File: config.mk
export PLATFORM = sky130hd
export DESIGN_NAME = dmem_arbiter_flat
export DESIGN_NICKNAME = d
export VERILOG_FILES = /design/src/rtl/dmem_arbiter_if.sv /design/src/rtl/dmem_arbiter.sv /design/src/flat_wrapper.sv
export SDC_FILE = /design/constraint.sdc
export NUM_CORES = 1
export LEC_CHECK = 0
export BUFFER_PORTS_ARGS = -buffer_cell sky130_fd_sc_hd__buf_2
export CORE_AREA = 2 2 115 117
export DETAILED_ROUTE_END_ITERATION = 8
export DIE_AREA = 0 0 117 119
export GPL_TIMING_DRIVEN = 0
export MAX_ROUTING_LAYER = met4
export PLACE_DENSITY = 0.62
export RECOVER_POWER = 100
export SETUP_SLACK_MARGIN = 0.05
export SYNTH_ARGS = -nofsm -noshare
export SYNTH_HDL_FRONTEND = slang
export SYNTH_SLANG_ARGS = --single-unit
File: constraint.sdc
create_clock -name clk -period 2.1 [get_ports clk]
set_clock_uncertainty 0.15 [all_clocks]
set_input_delay 0.21 -clock clk [delete_from_list [all_inputs] [get_ports clk]]
set_output_delay 0.21 -clock clk [all_outputs]
set_load 0.005 [all_outputs]
File: src/rtl/dmem_arbiter_if.sv
// Bus bundle between the core data port, the external requester and dmem.
// slave: arbiter side; master: surrounding core/ext/memory environment.
interface dmem_arbiter_if #(
  parameter int AW = 32,
  parameter int DW = 32
);
  logic          cpu_req;
  logic          cpu_we;
  logic [AW-1:0] cpu_addr;
  logic [DW-1:0] cpu_wdata;
  logic [DW-1:0] cpu_rdata;
  logic          cpu_stall;

  logic          ext_valid;
  logic          ext_we;
  logic [AW-1:0] ext_addr;
  logic [DW-1:0] ext_wdata;
  logic          ext_last;
  logic          ext_ready;
  logic          ext_rvalid;
  logic [DW-1:0] ext_rdata;

  logic          mem_we;
  logic [AW-1:0] mem_a;
  logic [DW-1:0] mem_wd;
  logic [DW-1:0] mem_rd;

  modport slave (
    input  cpu_req, cpu_we, cpu_addr, cpu_wdata,
    output cpu_rdata, cpu_stall,
    input  ext_valid, ext_we, ext_addr, ext_wdata, ext_last,
    output ext_ready, ext_rvalid, ext_rdata,
    output mem_we, mem_a, mem_wd,
    input  mem_rd
  );

  modport master (
    output cpu_req, cpu_we, cpu_addr, cpu_wdata,
    input  cpu_rdata, cpu_stall,
    output ext_valid, ext_we, ext_addr, ext_wdata, ext_last,
    input  ext_ready, ext_rvalid, ext_rdata,
    input  mem_we, mem_a, mem_wd,
    output mem_rd
  );
endinterface

File: src/rtl/dmem_arbiter.sv
// Data-memory arbiter: core has priority, a starvation counter guarantees the
// external port service, and external bursts may lock the memory up to MAX_BURST beats.
module dmem_arbiter #(
  parameter int AW        = 32,
  parameter int DW        = 32,
  parameter int MAX_WAIT  = 4,
  parameter int MAX_BURST = 8
) (
  input  logic           clk,
  input  logic           reset,
  dmem_arbiter_if.slave  bus
);

  localparam int WW = $clog2(MAX_WAIT + 1);
  localparam int BW = $clog2(MAX_BURST + 1);
  localparam logic [WW-1:0] WAIT_MAX  = WW'(MAX_WAIT);
  localparam logic [BW-1:0] BEAT_LAST = BW'(MAX_BURST - 1);

  typedef enum logic {S_CPU, S_EXT} state_t;

  state_t        state, state_nx;
  logic [WW-1:0] wait_cnt, wait_nx;
  logic [BW-1:0] beat_cnt, beat_nx;
  logic          ext_gnt;
  logic          rvalid_q;
  logic [DW-1:0] rdata_q;
  logic [AW-1:0] mux_a;
  logic [DW-1:0] mux_wd;
  logic          mux_we;

  always_ff @(posedge clk or negedge reset) begin
    if (!reset) begin
      state    <= S_CPU;
      wait_cnt <= '0;
      beat_cnt <= '0;
    end else begin
      state    <= state_nx;
      wait_cnt <= wait_nx;
      beat_cnt <= beat_nx;
    end
  end

  // Grant decision and next state; a bubble in S_EXT hands the cycle to the core
  // without releasing the lock.
  always_comb begin
    ext_gnt  = 1'b0;
    state_nx = state;
    beat_nx  = beat_cnt;
    wait_nx  = wait_cnt;
    unique case (state)
      S_CPU: begin
        ext_gnt = bus.ext_valid && (!bus.cpu_req || wait_cnt == WAIT_MAX);
        if (ext_gnt && !bus.ext_last && (MAX_BURST > 1)) begin
          state_nx = S_EXT;
          beat_nx  = BW'(1);
        end
      end
      S_EXT: begin
        ext_gnt = bus.ext_valid;
        if (ext_gnt) begin
          if (bus.ext_last || beat_cnt == BEAT_LAST) begin
            state_nx = S_CPU;
            beat_nx  = '0;
          end else begin
            beat_nx = beat_cnt + BW'(1);
          end
        end
      end
      default: begin
        state_nx = S_CPU;
        beat_nx  = '0;
      end
    endcase

    if (ext_gnt || !bus.ext_valid) begin
      wait_nx = '0;
    end else if (state == S_CPU && bus.cpu_req && wait_cnt != WAIT_MAX) begin
      wait_nx = wait_cnt + WW'(1);
    end
  end

  always_comb begin
    mux_a  = bus.cpu_addr;
    mux_wd = bus.cpu_wdata;
    mux_we = bus.cpu_req & bus.cpu_we;
    if (ext_gnt) begin
      mux_a  = bus.ext_addr;
      mux_wd = bus.ext_wdata;
      mux_we = bus.ext_we;
    end
  end

  // Read data is captured at acceptance; rdata holds between reads.
  always_ff @(posedge clk or negedge reset) begin
    if (!reset) begin
      rvalid_q <= 1'b0;
      rdata_q  <= '0;
    end else begin
      rvalid_q <= ext_gnt & ~bus.ext_we;
      if (ext_gnt && !bus.ext_we) begin
        rdata_q <= bus.mem_rd;
      end
    end
  end

  assign bus.mem_a      = mux_a;
  assign bus.mem_wd     = mux_wd;
  assign bus.mem_we     = mux_we;
  assign bus.ext_ready  = ext_gnt;
  assign bus.cpu_stall  = bus.cpu_req & ext_gnt;
  assign bus.cpu_rdata  = bus.mem_rd;
  assign bus.ext_rvalid = rvalid_q;
  assign bus.ext_rdata  = rdata_q;

endmodule

File: src/flat_wrapper.sv
// flat-port wrapper written by rule: the top's interface ports become plain ports
module dmem_arbiter_flat 
#(
  parameter int AW        = 32,
  parameter int DW        = 32,
  parameter int MAX_WAIT  = 4,
  parameter int MAX_BURST = 8
)
  (clk, reset, bus_cpu_req, bus_cpu_we, bus_cpu_addr, bus_cpu_wdata, bus_cpu_rdata, bus_cpu_stall, bus_ext_valid, bus_ext_we, bus_ext_addr, bus_ext_wdata, bus_ext_last, bus_ext_ready, bus_ext_rvalid, bus_ext_rdata, bus_mem_we, bus_mem_a, bus_mem_wd, bus_mem_rd);
  dmem_arbiter_if #(.AW(AW), .DW(DW)) bus_i ();
  input  logic clk;
  input  logic reset;
  input wire logic [$bits(bus_i.cpu_req)-1:0] bus_cpu_req;
  input wire logic [$bits(bus_i.cpu_we)-1:0] bus_cpu_we;
  input wire logic [$bits(bus_i.cpu_addr)-1:0] bus_cpu_addr;
  input wire logic [$bits(bus_i.cpu_wdata)-1:0] bus_cpu_wdata;
  output wire logic [$bits(bus_i.cpu_rdata)-1:0] bus_cpu_rdata;
  output wire logic [$bits(bus_i.cpu_stall)-1:0] bus_cpu_stall;
  input wire logic [$bits(bus_i.ext_valid)-1:0] bus_ext_valid;
  input wire logic [$bits(bus_i.ext_we)-1:0] bus_ext_we;
  input wire logic [$bits(bus_i.ext_addr)-1:0] bus_ext_addr;
  input wire logic [$bits(bus_i.ext_wdata)-1:0] bus_ext_wdata;
  input wire logic [$bits(bus_i.ext_last)-1:0] bus_ext_last;
  output wire logic [$bits(bus_i.ext_ready)-1:0] bus_ext_ready;
  output wire logic [$bits(bus_i.ext_rvalid)-1:0] bus_ext_rvalid;
  output wire logic [$bits(bus_i.ext_rdata)-1:0] bus_ext_rdata;
  output wire logic [$bits(bus_i.mem_we)-1:0] bus_mem_we;
  output wire logic [$bits(bus_i.mem_a)-1:0] bus_mem_a;
  output wire logic [$bits(bus_i.mem_wd)-1:0] bus_mem_wd;
  input wire logic [$bits(bus_i.mem_rd)-1:0] bus_mem_rd;
  assign bus_i.cpu_req = bus_cpu_req;
  assign bus_i.cpu_we = bus_cpu_we;
  assign bus_i.cpu_addr = bus_cpu_addr;
  assign bus_i.cpu_wdata = bus_cpu_wdata;
  assign bus_cpu_rdata = bus_i.cpu_rdata;
  assign bus_cpu_stall = bus_i.cpu_stall;
  assign bus_i.ext_valid = bus_ext_valid;
  assign bus_i.ext_we = bus_ext_we;
  assign bus_i.ext_addr = bus_ext_addr;
  assign bus_i.ext_wdata = bus_ext_wdata;
  assign bus_i.ext_last = bus_ext_last;
  assign bus_ext_ready = bus_i.ext_ready;
  assign bus_ext_rvalid = bus_i.ext_rvalid;
  assign bus_ext_rdata = bus_i.ext_rdata;
  assign bus_mem_we = bus_i.mem_we;
  assign bus_mem_a = bus_i.mem_a;
  assign bus_mem_wd = bus_i.mem_wd;
  assign bus_i.mem_rd = bus_mem_rd;
  dmem_arbiter #(.AW(AW), .DW(DW), .MAX_WAIT(MAX_WAIT), .MAX_BURST(MAX_BURST)) u_core (.clk(clk), .reset(reset), .bus(bus_i));
endmodule
# Word level (Yosys, flattened, before mapping)
# Cells that the tools add are included.
[totals]
input_bits = 167
out_inout_bits = 132
ff_bits = 41
wordCells = 45
[op_classes]
add_sub_neg = 2
bitwise_logic = 5
mux = 14
n_reduce_logical = 14
eq_ne = 5
[ops]
columns = ["cell", "count"]
rows = [
  ["two-way mux 32 bit", 2],
  ["two-way mux 4 bit", 3],
  ["case mux 4 bit (2 select lines)", 1],
  ["two-way mux 3 bit", 2],
  ["logical AND 1 bit", 5],
  ["adder 4 x 1 -> 4 bit (second input constant)", 1],
  ["equality test 4 x 3 -> 1 bit (second input constant)", 1],
  ["logical NOT 1 bit", 4],
  ["two-way mux 1 bit", 4],
  ["case mux 1 bit (2 select lines)", 2],
  ["adder 3 x 1 -> 3 bit (second input constant)", 1],
  ["bitwise AND 1 bit", 3],
  ["equality test 3 bit (second input constant)", 1],
  ["logical OR 1 bit", 3],
  ["inequality test 3 bit (second input constant)", 1],
  ["inequality test 2 x 1 -> 1 bit (second input constant)", 1],
  ["inequality test 2 bit (second input constant)", 1],
  ["inverter 1 bit", 2],
  ["AND reduction 2 bit", 1],
  ["nonzero test 2 bit", 1],
]

# Depth between registers and ports, before layout
# Gate-level depths: netlist of run 1.
[logic_depth]
ltp_word = 6
depth_mapped = 8
mapped_depth_nobuf = 6

# Worst setup path after synthesis of run 1
# No wires, ideal clock.
[synth_timing]
path_kind = "reg2out"
start = "reg u_core.wait_cnt[0]"
end = "out bus_mem_wd[24]"
arrival_ns = 1.594
required_ns = 1.740
stages_incl_launch_ff = 8
setup_slack_ns = 0.146
n_path_buf = 2
cell_sequence = "dfrtp_1 > inv_1 > ha_1 > a21bo_2 > o21ai_4 > buf_6 > buf_6 > mux2_1"
[synth_between]
elab_chain_cells = 5
[synth_rtl]
columns = ["element", "line", "source"]
rows = [
  ["start: declaration", "dmem_arbiter.sv:22", "logic [WW-1:0] wait_cnt, wait_nx;"],
  ["start signal: assignment", "dmem_arbiter.sv:38", "wait_cnt <= wait_nx;"],
  ["equality test 3 bit", "dmem_arbiter.sv:52", "ext_gnt = bus.ext_valid && (!bus.cpu_req || wait_cnt == WAIT_MAX);"],
  ["logical OR 1 bit", "dmem_arbiter.sv:52", ""],
  ["logical AND 1 bit", "dmem_arbiter.sv:52", ""],
  ["case mux 1 bit (2 select lines)", "dmem_arbiter.sv:50", "unique case (state)"],
  ["two-way mux 32 bit", "dmem_arbiter.sv:86", "if (ext_gnt) begin"],
  ["end: declaration", "flat_wrapper.sv:29", "output wire logic [$bits(bus_i.mem_wd)-1:0] bus_mem_wd;"],
]
# Every way passes these cells.

# Final worst setup path of run 1
[layout_timing]
start = "reg u_core.wait_cnt[0]"
end = "out bus_mem_wd[26]"
# The elaborated chain is that of the path after synthesis.

==> out/summary.txt, run 1 <==
DR vias/cell - 4.06
# clock sinks - 41
Global-route wire length before repair - 14400 um
Initial antenna violation count - 0
H-tree levels - 2
Chip height - 119 um
Placer Congestion - 0.825
Syn-to-layout area delta - 90.0%
Lkg Pwr - 2.76 nW
Switching part of the total - 27.8%
EDFF count, synth - 0
Comb pwr share - 41.8%
# diodes - 0
Layout cells sized above 1 - 78.7%
Most frequent cells after synthesis - 90 x mux2_2, 41 x dfrtp_1, 40 x buf_4, 6 x mux2_1, 5 x inv_1
Worst setup SP type - flop
Worst-Margin Slew - 1.01 ns
Final Cycle Share - 113%
Die width - 117 um
Crit path kind - flop to output port
Post-synthesis cell area - 2730 um^2
Maximum buffer depth of the clock tree - 2
Multi-input logic area - 1500 um^2
Worst-path clk slew - 0.06 ns
Req. time, crit path - 1.74 ns
Initial core utilization - 21.2%
Final antenna-violating net count - 0
Fillers - 1303
Largest cells by area after synthesis - dfrtp_1 38%, mux2_2 37%, buf_4 11%, mux2_1 2.5%, ha_1 1.4%
Minimum clock period - 2.38 ns
Port Buffer Count - 297
Gr ovfl total - 0
RSZ-0062 raised after global routing - true
Psw - 0.000836 W
Row count - 42
Vias in the first global route - 2856
Nets - 718
Fin util - 40.3%
Design area - 5190 um^2
FF+latch count, synth - 41
DP Cell Count - 694
Hold Vio Cnt, Final - 0
Max-cap violations - 0
Worst EP arrival - 2.02 ns
Post-synthesis cell type count - 31
DRC Markers - 0
Vias post-DR - 2946
Failing checks - setup timing
Clk network pwr share - 23.9%
DP Area - 4440 um^2
DR pass1 iterations - 4
Maximum VDD drop - 0.000271 V
Setup ws final - -0.278 ns
Die area - 13900 um^2
Crit Path Max Fanout - 6
Reg power frac - 34.3%
Clock latency at the later pin of the worst-skew pair - 0.28 ns
Asr flop ratio synth - 100%
Routed length per instance - 14.2 um
DR iter-0 viols - 85
Finish-stage setup viols - 68
Synth area leader - dfrtp_1
Top-Level Pins - 299
Post-place setup slack - -0.248 ns
Area of the core - 12900 um^2
GRT Util Overall - 14.0%
Most common cell in the netlist - mux2_2
DRT Wirelength - 10300 um
Max-slew violations - 0
Max Fclk - 421 MHz
Status - finished with violations
Internal Pwr Total - 0.00217 W
Largest net degree at the start of global routing - 42
Post-Layout Cell Count - 725
Average size of a mapped cell - 12.4 um^2
Synth top area share - 37.5%
Worst min-delay path class - input port to flop
Yosys warns - 0
Post-Synthesis Cells - 221
Critical Path Sink Type - output port
Syn nets - 391
Cell Pwr Density - 579 nW/um^2
Sequential fraction of the synthesis area - 37.5%
Clk root buf - clkbuf_16
Critical path startpoint - u_core.wait_cnt[0]$_DFFE_PN0P_
Slew margin rel. - 32.8%
R2r startpoint - u_core.wait_cnt[0]$_DFFE_PN0P_
Dpl hpwl - 8640 um
CTS Buf Count - 5
Synth Flop Type - dfrtp_1
Storage cell area - 1030 um^2
Min-delay src - bus_mem_rd[14]
CTS tree - yes
[power groups by stage]
stage	combinational (W)	sequential, W	clock [W]
global placement	0.00103	0.00103	0
detailed placement	0.00106	0.00104	0
CTS	0.00124	0.00103	0.000752
finish	0.00126	0.00103	0.000719
floorplan	0.000481	0.00105	0
global route	0.00136	0.00105	0.000788
[area by class of cell]
| cell class | count | share of cell area, % |
|---|---|---|
| Timing Repair Buffer | 321 | 36.7 |
| Sequential cell | 41 | 19.7 |
| Inverter | 6 | 0.482 |
| Multi-Input combinational cell | 130 | 28.8 |
| Buffer | 43 | 7.30 |
| Tap cell | 176 | 4.24 |
| Clock buffer | 6 | 2.48 |
| Clock inverter | 2 | 0.193 |
[per-stage QoR]
step,TNS (ns),power (W),hold WS (ns)
CTS,-19.37,0.00302,0.0130
global placement,-6.40,0.00207,0.248
global route,-21.10,0.00320,0.00657
floorplan,0,0.00153,-0.236
finish,-16.07,0.00301,0.0161
detailed placement,-8.81,0.00210,0.248
[worst max-delay path, cell delays in order (launching register included)]
cell,delay (ns)
dfrtp_1,0.36
inv_2,0.06
ha_4,0.15
a21bo_4,0.22
o21ai_4,0.14
buf_6,0.14
buf_6,0.12
buf_8,0.13
mux2_4,0.31
buf_6,0.12
[registers in the layout (all words and copies together) (netlist names)]
| signal | count |
|---|---|
| u_core.state | 1 |
| u_core.beat_cnt | 4 |
| u_core.bus.ext_rdata | 32 |
| u_core.bus.ext_rvalid | 1 |
| u_core.wait_cnt | 3 |
[what timing repair did]
action,4_1_cts,5_1_grt
endpoints found under the hold margin,41,0
gates cloned,1,2
gates resized for setup,81,17
pin swaps,5,4
hold buffers,1,0
buffers inserted,10,11
setup endpoints to repair,67,87
[logic make-up (layout without fill, tap and decap cells)]
family          count (synthesis)  count (layout)  synth area share, %
compound gates                 12              12                 4.26
xor+xnor                        1               1                0.320
fa+ha+maj                       3               3                 1.37
buf+inv                        50             378                 13.0
flops                          41              41                 37.5
mux                            97              97                 39.9
simple gates                   17              17                 3.62
[routing by layer]
metal,up-vias,global-route usage (%),wire [um]
li1,1405,-,-
met1,1364,15.3,3830
met2,168,25.8,5540
met3,9,2.19,734
met4,0,4.41,216
met5,-,-,0
[cell usage in the layout (no fill, tap or decap), types with 2 or more instances in the layout]
cell         n
a22o_1       2
clkbuf_4     7
clkbuf_1    42
mux2_4      32
ha_1         2
clkinv_2     2
nand3_1      2
o21ai_4      2
clkbuf_16    7
inv_2        2
mux2_2      63
buf_8        6
buf_4       38
buf_6       42
inv_1        3
buf_2      223
nand2_1      3
dfrtp_1     41
and3_1       3
[path summary, 6_finish.rpt]
kind                                                         to  slack, ns  cells after the start
setup / recovery                                 bus_mem_wd[26]      -0.28                      9
hold / removal             u_core.bus.ext_rdata[14]$_DFFE_PN0P_       0.02                      2
setup reg to reg           u_core.bus.ext_rdata[10]$_DFFE_PN0P_      -0.01                     10
hold reg to reg            u_core.bus.ext_rdata[21]$_DFFE_PN0P_       0.35                      1
max in group asynchronous   u_core.bus.ext_rdata[8]$_DFFE_PN0P_       0.68                      2
min in group asynchronous  u_core.bus.ext_rdata[23]$_DFFE_PN0P_       0.51                      2
Note: power is estimated with default switching activity, not from simulation.
==> run 2: changes to the inputs <==
SKIP_CTS_REPAIR_TIMING = 1   (was unset)
==> out/summary.txt, run 2 (synthesis gave the netlist of run 1 again) <==
Status - finished with violations
Failing checks - setup timing
Storage cell area - 1030 um^2 (unchanged)
Worst-Margin Slew - 1.00 ns (-0.00361 ns)
Global-route wire length before repair - 13800 um (-4.3%)
Min-delay src - bus_mem_rd[14]
R2R depth - 8 (-2)
Vias in the first global route - 2747 (-3.8%)
Crit path buf inv count - 4 (-1)
Max Fclk - 410 MHz (-2.6%)
Fin util - 38.1% (-2.2 points)
RSZ-0062 raised after global routing - true
DRC Markers - 0 (unchanged)
Row count - 42 (unchanged)
DRT Wirelength - 9970 um (-3.4%)
Maximum VDD drop - 0.000251 V (-7.3%)
Internal Pwr Total - 0.00208 W (-4.0%)
Worst setup SP type - flop
Placer Congestion - 0.825 (unchanged)
Slowest stage delay, CP - 0.38 ns (+0.02 ns)
Comb pwr share - 39.6% (-2.2 points)
Initial antenna violation count - 0 (unchanged)
Routed length per instance - 13.9 um (-2.2%)
Commonest non-fill, non-tap cells in the layout - 240 x buf_2, 82 x mux2_2, 42 x clkbuf_1
Multi-input logic area - 1420 um^2 (-5.4%)
Worst-path clk slew - 0.06 ns (about the same)
Overall Power - 0.00289 W (-4.0%)
RR Endpoint - u_core.bus.ext_rdata[7]$_DFFE_PN0P_
Area of the core - 12900 um^2 (unchanged)
Port Buffer Count - 297 (unchanged)
CTS tree - yes
Switching part of the total - 27.8% (about the same)
Psw - 0.000803 W (-4.0%)
Hold Vio Cnt, Final - 0 (unchanged)
Req. time, crit path - 1.74 ns (about the same)
Worst Hold Depth - 2 (unchanged)
Final antenna-violating net count - 0 (unchanged)
Clk network pwr share - 24.7% (+0.8 points)
CTS Buf Count - 5 (unchanged)
Gr ovfl total - 0 (unchanged)
Dpl hpwl - 8640 um (unchanged)
# clock sinks - 41 (unchanged)
GRT Util Overall - 13.4% (-0.61 points)
DR iter-0 viols - 107 (+26%)
WHS Endpoint - u_core.bus.ext_rdata[14]$_DFFE_PN0P_
Crit path kind - flop to output port
CP Cell Sequence - inv_1 -> ha_2 -> a21bo_4 -> o21ai_4 -> buf_12 -> buf_8 -> mux2_2 -> buf_2
Vias post-DR - 2912 (-1.2%)
Slew margin rel. - 33.0% (+0.24 points)
Nets - 709 (-1.3%)
Lkg Pwr - 2.58 nW (-6.5%)
Chip height - 119 um (unchanged)
Die width - 117 um (unchanged)
Crit path max-delay family - buffers and inverters
R2r setup slk - 0.07 ns (+0.08 ns)
H-tree levels - 2 (unchanged)
Cell Pwr Density - 588 nW/um^2 (+1.6%)
Syn-to-layout area delta - 79.5%
Clk root buf - clkbuf_16
Max reg flops - 32 (unchanged)
DR pass1 iterations - 4 (unchanged)
Critical path startpoint - u_core.wait_cnt[1]$_DFFE_PN0P_
Critical Path Sink Type - output port
R2r startpoint - u_core.wait_cnt[1]$_DFFE_PN0P_
Layout cells sized above 1 - 78.0% (-0.73 points)
Top-Level Pins - 299 (unchanged)
Worst min-delay path class - input port to flop
Worst EP arrival - 2.08 ns (+0.06 ns)
Max-slew violations - 0 (unchanged)
Most common cell after layout, fill and taps aside - buf_2
Slowest-stage cell, CP - mux2_2
Crit Path Max Fanout - 10 (+4)
Maximum buffer depth of the clock tree - 2 (unchanged)
Final Cycle Share - 116% (+3.0 points)
DR vias/cell - 4.07 (about the same)
Initial core utilization - 21.2% (unchanged)
Setup ws final - -0.342 ns (-0.0638 ns)
Max-cap violations - 0 (unchanged)
Reg power frac - 35.7% (+1.4 points)
Finish-stage setup viols - 67 (-1.5%)
# diodes - 0 (unchanged)
Clock latency at the later pin of the worst-skew pair - 0.28 ns (about the same)
Die area - 13900 um^2 (unchanged)
Fillers - 1313 (+0.77%)
Largest net degree at the start of global routing - 42 (unchanged)
Minimum clock period - 2.44 ns (+0.0638 ns)
-- run 2: cell count changes in the layout (fill, tap and decap cells not counted), moves of 2 or more --
cell / previous run / this run
mux2_2: 63 / 82
buf_2: 223 / 240
buf_4: 38 / 33
inv_2: 2 / 0
buf_6: 42 / 22
inv_1: 3 / 5
mux2_4: 32 / 13
-- run 2: final cells by class --
| cell class | count | area share (%) |
|---|---|---|
| Buffer | 43 | 7.39 |
| Clock buffer | 6 | 2.63 |
| Clock inverter | 2 | 0.204 |
| Inverter | 6 | 0.510 |
| Multi-Input combinational cell | 130 | 28.9 |
| Sequential cell | 41 | 20.9 |
| Tap cell | 176 | 4.49 |
| Timing Repair Buffer | 312 | 35.0 |
-- run 2: power by group through the flow --
| stage | combinational, W | sequential, W | clock, W |
|---|---|---|---|
| 5_1_grt | 0.00124 | 0.00105 | 0.000791 |
| 6_report | 0.00114 | 0.00103 | 0.000715 |
| 4_1_cts | 0.00106 | 0.00103 | 0.000752 |
| 3_5_place_dp | 0.00106 | 0.00104 | 0 |
| 2_1_floorplan | 0.000481 | 0.00105 | 0 |
| 3_3_place_gp | 0.00103 | 0.00103 | 0 |
-- run 2: how the worst max path moves through the flow --
stage	cells after the start	slack (ns)	end
3_5_place_dp	8	-0.25	bus_mem_wd[25]
2_1_floorplan	7	0.15	bus_mem_wd[24]
5_1_grt	8	-0.41	bus_mem_wd[3]
6_report	8	-0.34	bus_mem_wd[19]
3_3_place_gp	8	-0.23	bus_mem_wd[26]
4_1_cts	8	-0.56	bus_mem_wd[25]
-- run 2: metal layers --
metal / part of all wire [%] / vias up / GRT usage, % / routed length (um)
met1: 36 / 1343 / 14.6 / 3590
met5: 0 / - / - / 0
met3: 8.0 / 9 / 2.24 / 795
met4: 2.2 / 0 / 4.41 / 216
met2: 54 / 176 / 24.5 / 5370
li1: - / 1384 / - / -
-- run 2: metrics by stage --
stage	cell area (um^2)	worst slack, ns	instances	setup TNS [ns]	hold WS (ns)
3_5_place_dp	4440	-0.248	694	-8.81	0.248
6_report	4910	-0.342	716	-19.66	0.0167
3_3_place_gp	4440	-0.225	694	-6.40	0.248
5_1_grt	4910	-0.409	716	-25.17	0.00488
2_1_floorplan	2730	0.146	221	0	-0.236
4_1_cts	4580	-0.560	702	-29.32	-0.0598
==> run 3: changes to the inputs <==
REMOVE_ABC_BUFFERS = 1   (was unset)
==> out/summary.txt, run 3 (synthesis gave the netlist of run 1 again) <==
Status - finished with violations
Failing checks - setup timing
Slowest stage delay, CP - 0.36 ns (-0.02 ns)
Worst-path clk slew - 0.06 ns (about the same)
RSZ-0062 raised after global routing - true
Multi-input logic area - 1490 um^2 (+5.2%)
Storage cell area - 1030 um^2 (unchanged)
Crit path buf inv count - 5 (+1)
Dpl hpwl - 8670 um (+0.36%)
TNS Setup - -30.41 ns (-10.75 ns)
CTS Buf Count - 5 (unchanged)
GRT Util Overall - 13.7% (+0.22 points)
Maximum buffer depth of the clock tree - 2 (unchanged)
Routed length per instance - 16.4 um (+18%)
CP Cell Sequence - inv_2 -> ha_2 -> a21bo_4 -> o21ai_4 -> buf_12 -> buf_12 -> clkbuf_16 -> mux2_2 -> buf_2
Crit path kind - flop to output port
Critical Path Sink Type - output port
Die width - 117 um (unchanged)
Gr ovfl total - 0 (unchanged)
Top-Level Pins - 299 (unchanged)
Vias in the first global route - 2570 (-6.4%)
Placer Congestion - 0.907 (+10%)
Port Buffer Count - 298 (+0.34%)
Fillers - 1278 (-2.7%)
Most common cell after layout, fill and taps aside - buf_2
Overall Power - 0.00309 W (+7.0%)
Lkg Pwr - 2.59 nW (about the same)
Max-slew violations - 0 (unchanged)
Clock latency at the later pin of the worst-skew pair - 0.28 ns (about the same)
Crit path max-delay family - buffers and inverters
DR vias/cell - 4.20 (+3.2%)
CP most frequent cell - buf_12
Chip height - 119 um (unchanged)
DRC Markers - 0 (unchanged)
DR iter-0 viols - 75 (-30%)
Worst setup SP type - flop
Row count - 42 (unchanged)
Final Cycle Share - 121% (+4.7 points)
Setup ws final - -0.440 ns (-0.0982 ns)
Vias post-DR - 2893 (-0.65%)
Syn-to-layout area delta - 81.0%
Slowest-stage cell, CP - dfrtp_1
Commonest non-fill, non-tap cells in the layout - 214 x buf_2, 61 x mux2_2, 48 x clkbuf_1
Initial core utilization - 21.2% (unchanged)
Minimum clock period - 2.54 ns (+0.0982 ns)
Final antenna-violating net count - 0 (unchanged)
Worst min-delay path class - input port to flop
Area of the core - 12900 um^2 (unchanged)
Largest net degree at the start of global routing - 42 (unchanged)
Min Hold Slack - 0.00695 ns (-0.00976 ns)
# clock sinks - 41 (unchanged)
Worst EP arrival - 2.18 ns (+0.10 ns)
Req. time, crit path - 1.74 ns (about the same)
Cell Pwr Density - 624 nW/um^2 (+6.1%)
Global-route wire length before repair - 13800 um (-0.30%)
Max reg flops - 32 (unchanged)
Maximum VDD drop - 0.000272 V (+8.4%)
Max Fclk - 394 MHz (-3.9%)
DR pass1 iterations - 4 (unchanged)
Initial antenna violation count - 3 (+3)
Worst-Margin Slew - 0.976 ns (-0.0283 ns)
Layout cells sized above 1 - 74.9% (-3.1 points)
Die area - 13900 um^2 (unchanged)
Clk root buf - clkbuf_16
CTS tree - yes
Max-cap violations - 0 (unchanged)
Nets - 680 (-4.1%)
Hold Vio Cnt, Final - 0 (unchanged)
Finish-stage setup viols - 84 (+25%)
Slew margin rel. - 34.9% (+1.9 points)
H-tree levels - 2 (unchanged)
Crit Path Max Fanout - 8 (-2)
DRT Wirelength - 11300 um (+13%)
## run 3: changes by cell type in the layout (fill, tap and decap cells not counted), moves of 4 or more
cell,before,now
buf_2,240,214
buf_4,33,9
mux2_2,82,61
buf_6,22,41
mux2_4,13,32
clkbuf_4,7,0
clkbuf_1,42,48
buf_8,6,2
## run 3: worst paths after layout
kind                                                       from                              endpoint  slack, ns  cells past startpoint
max                              u_core.wait_cnt[0]$_DFFE_PN0P_                        bus_mem_wd[22]      -0.44                      9
max reg2reg                      u_core.wait_cnt[0]$_DFFE_PN0P_   u_core.bus.ext_rdata[9]$_DFFE_PN0P_      -0.34                      6
min reg2reg                u_core.bus.ext_rdata[14]$_DFFE_PN0P_  u_core.bus.ext_rdata[14]$_DFFE_PN0P_       0.34                      1
min                                              bus_mem_rd[14]  u_core.bus.ext_rdata[14]$_DFFE_PN0P_      0.007                      2
max in group asynchronous                                 reset  u_core.bus.ext_rdata[12]$_DFFE_PN0P_       0.73                      2
min in group asynchronous                                 reset        u_core.beat_cnt[2]$_DFFE_PN0P_       0.48                      2
## run 3: report_power, final
part           switching (W)  internal, W
Clock               0.000280     0.000551
Sequential         0.0000922     0.000949
Combinational       0.000467     0.000750
## run 3: through the flow
step / std cells / setup slack, ns / instance area [um^2] / utilization [%]
6_report: 689 / -0.440 / 4950 / 38.4
4_1_cts: 660 / -0.624 / 4310 / 33.5
2_1_floorplan: 177 / -0.615 / 2400 / -
5_1_grt: 689 / -0.483 / 4950 / 38.4
3_3_place_gp: 651 / -1.08 / 4110 / 31.9
3_5_place_dp: 653 / -0.318 / 4150 / 32.3
## run 3: metal layers
| layer | vias up | GRT usage, % | wire length [um] |
|---|---|---|---|
| met5 | - | - | 0 |
| met4 | 0 | 4.78 | 193 |
| met3 | 9 | 3.56 | 938 |
| met2 | 188 | 22.8 | 5620 |
| met1 | 1351 | 15.8 | 4540 |
| li1 | 1345 | - | - |
## run 3: layout make-up
| class | instances | area share [%] |
|---|---|---|
| antenna | 3 | 0.152 |
| clock buffer | 5 | 2.53 |
| clock inverter | 2 | 0.708 |
| inverter | 6 | 0.455 |
| multi-input combinational | 131 | 30.1 |
| sequential | 41 | 20.7 |
| tap | 176 | 4.45 |
| timing repair buffer | 325 | 40.9 |
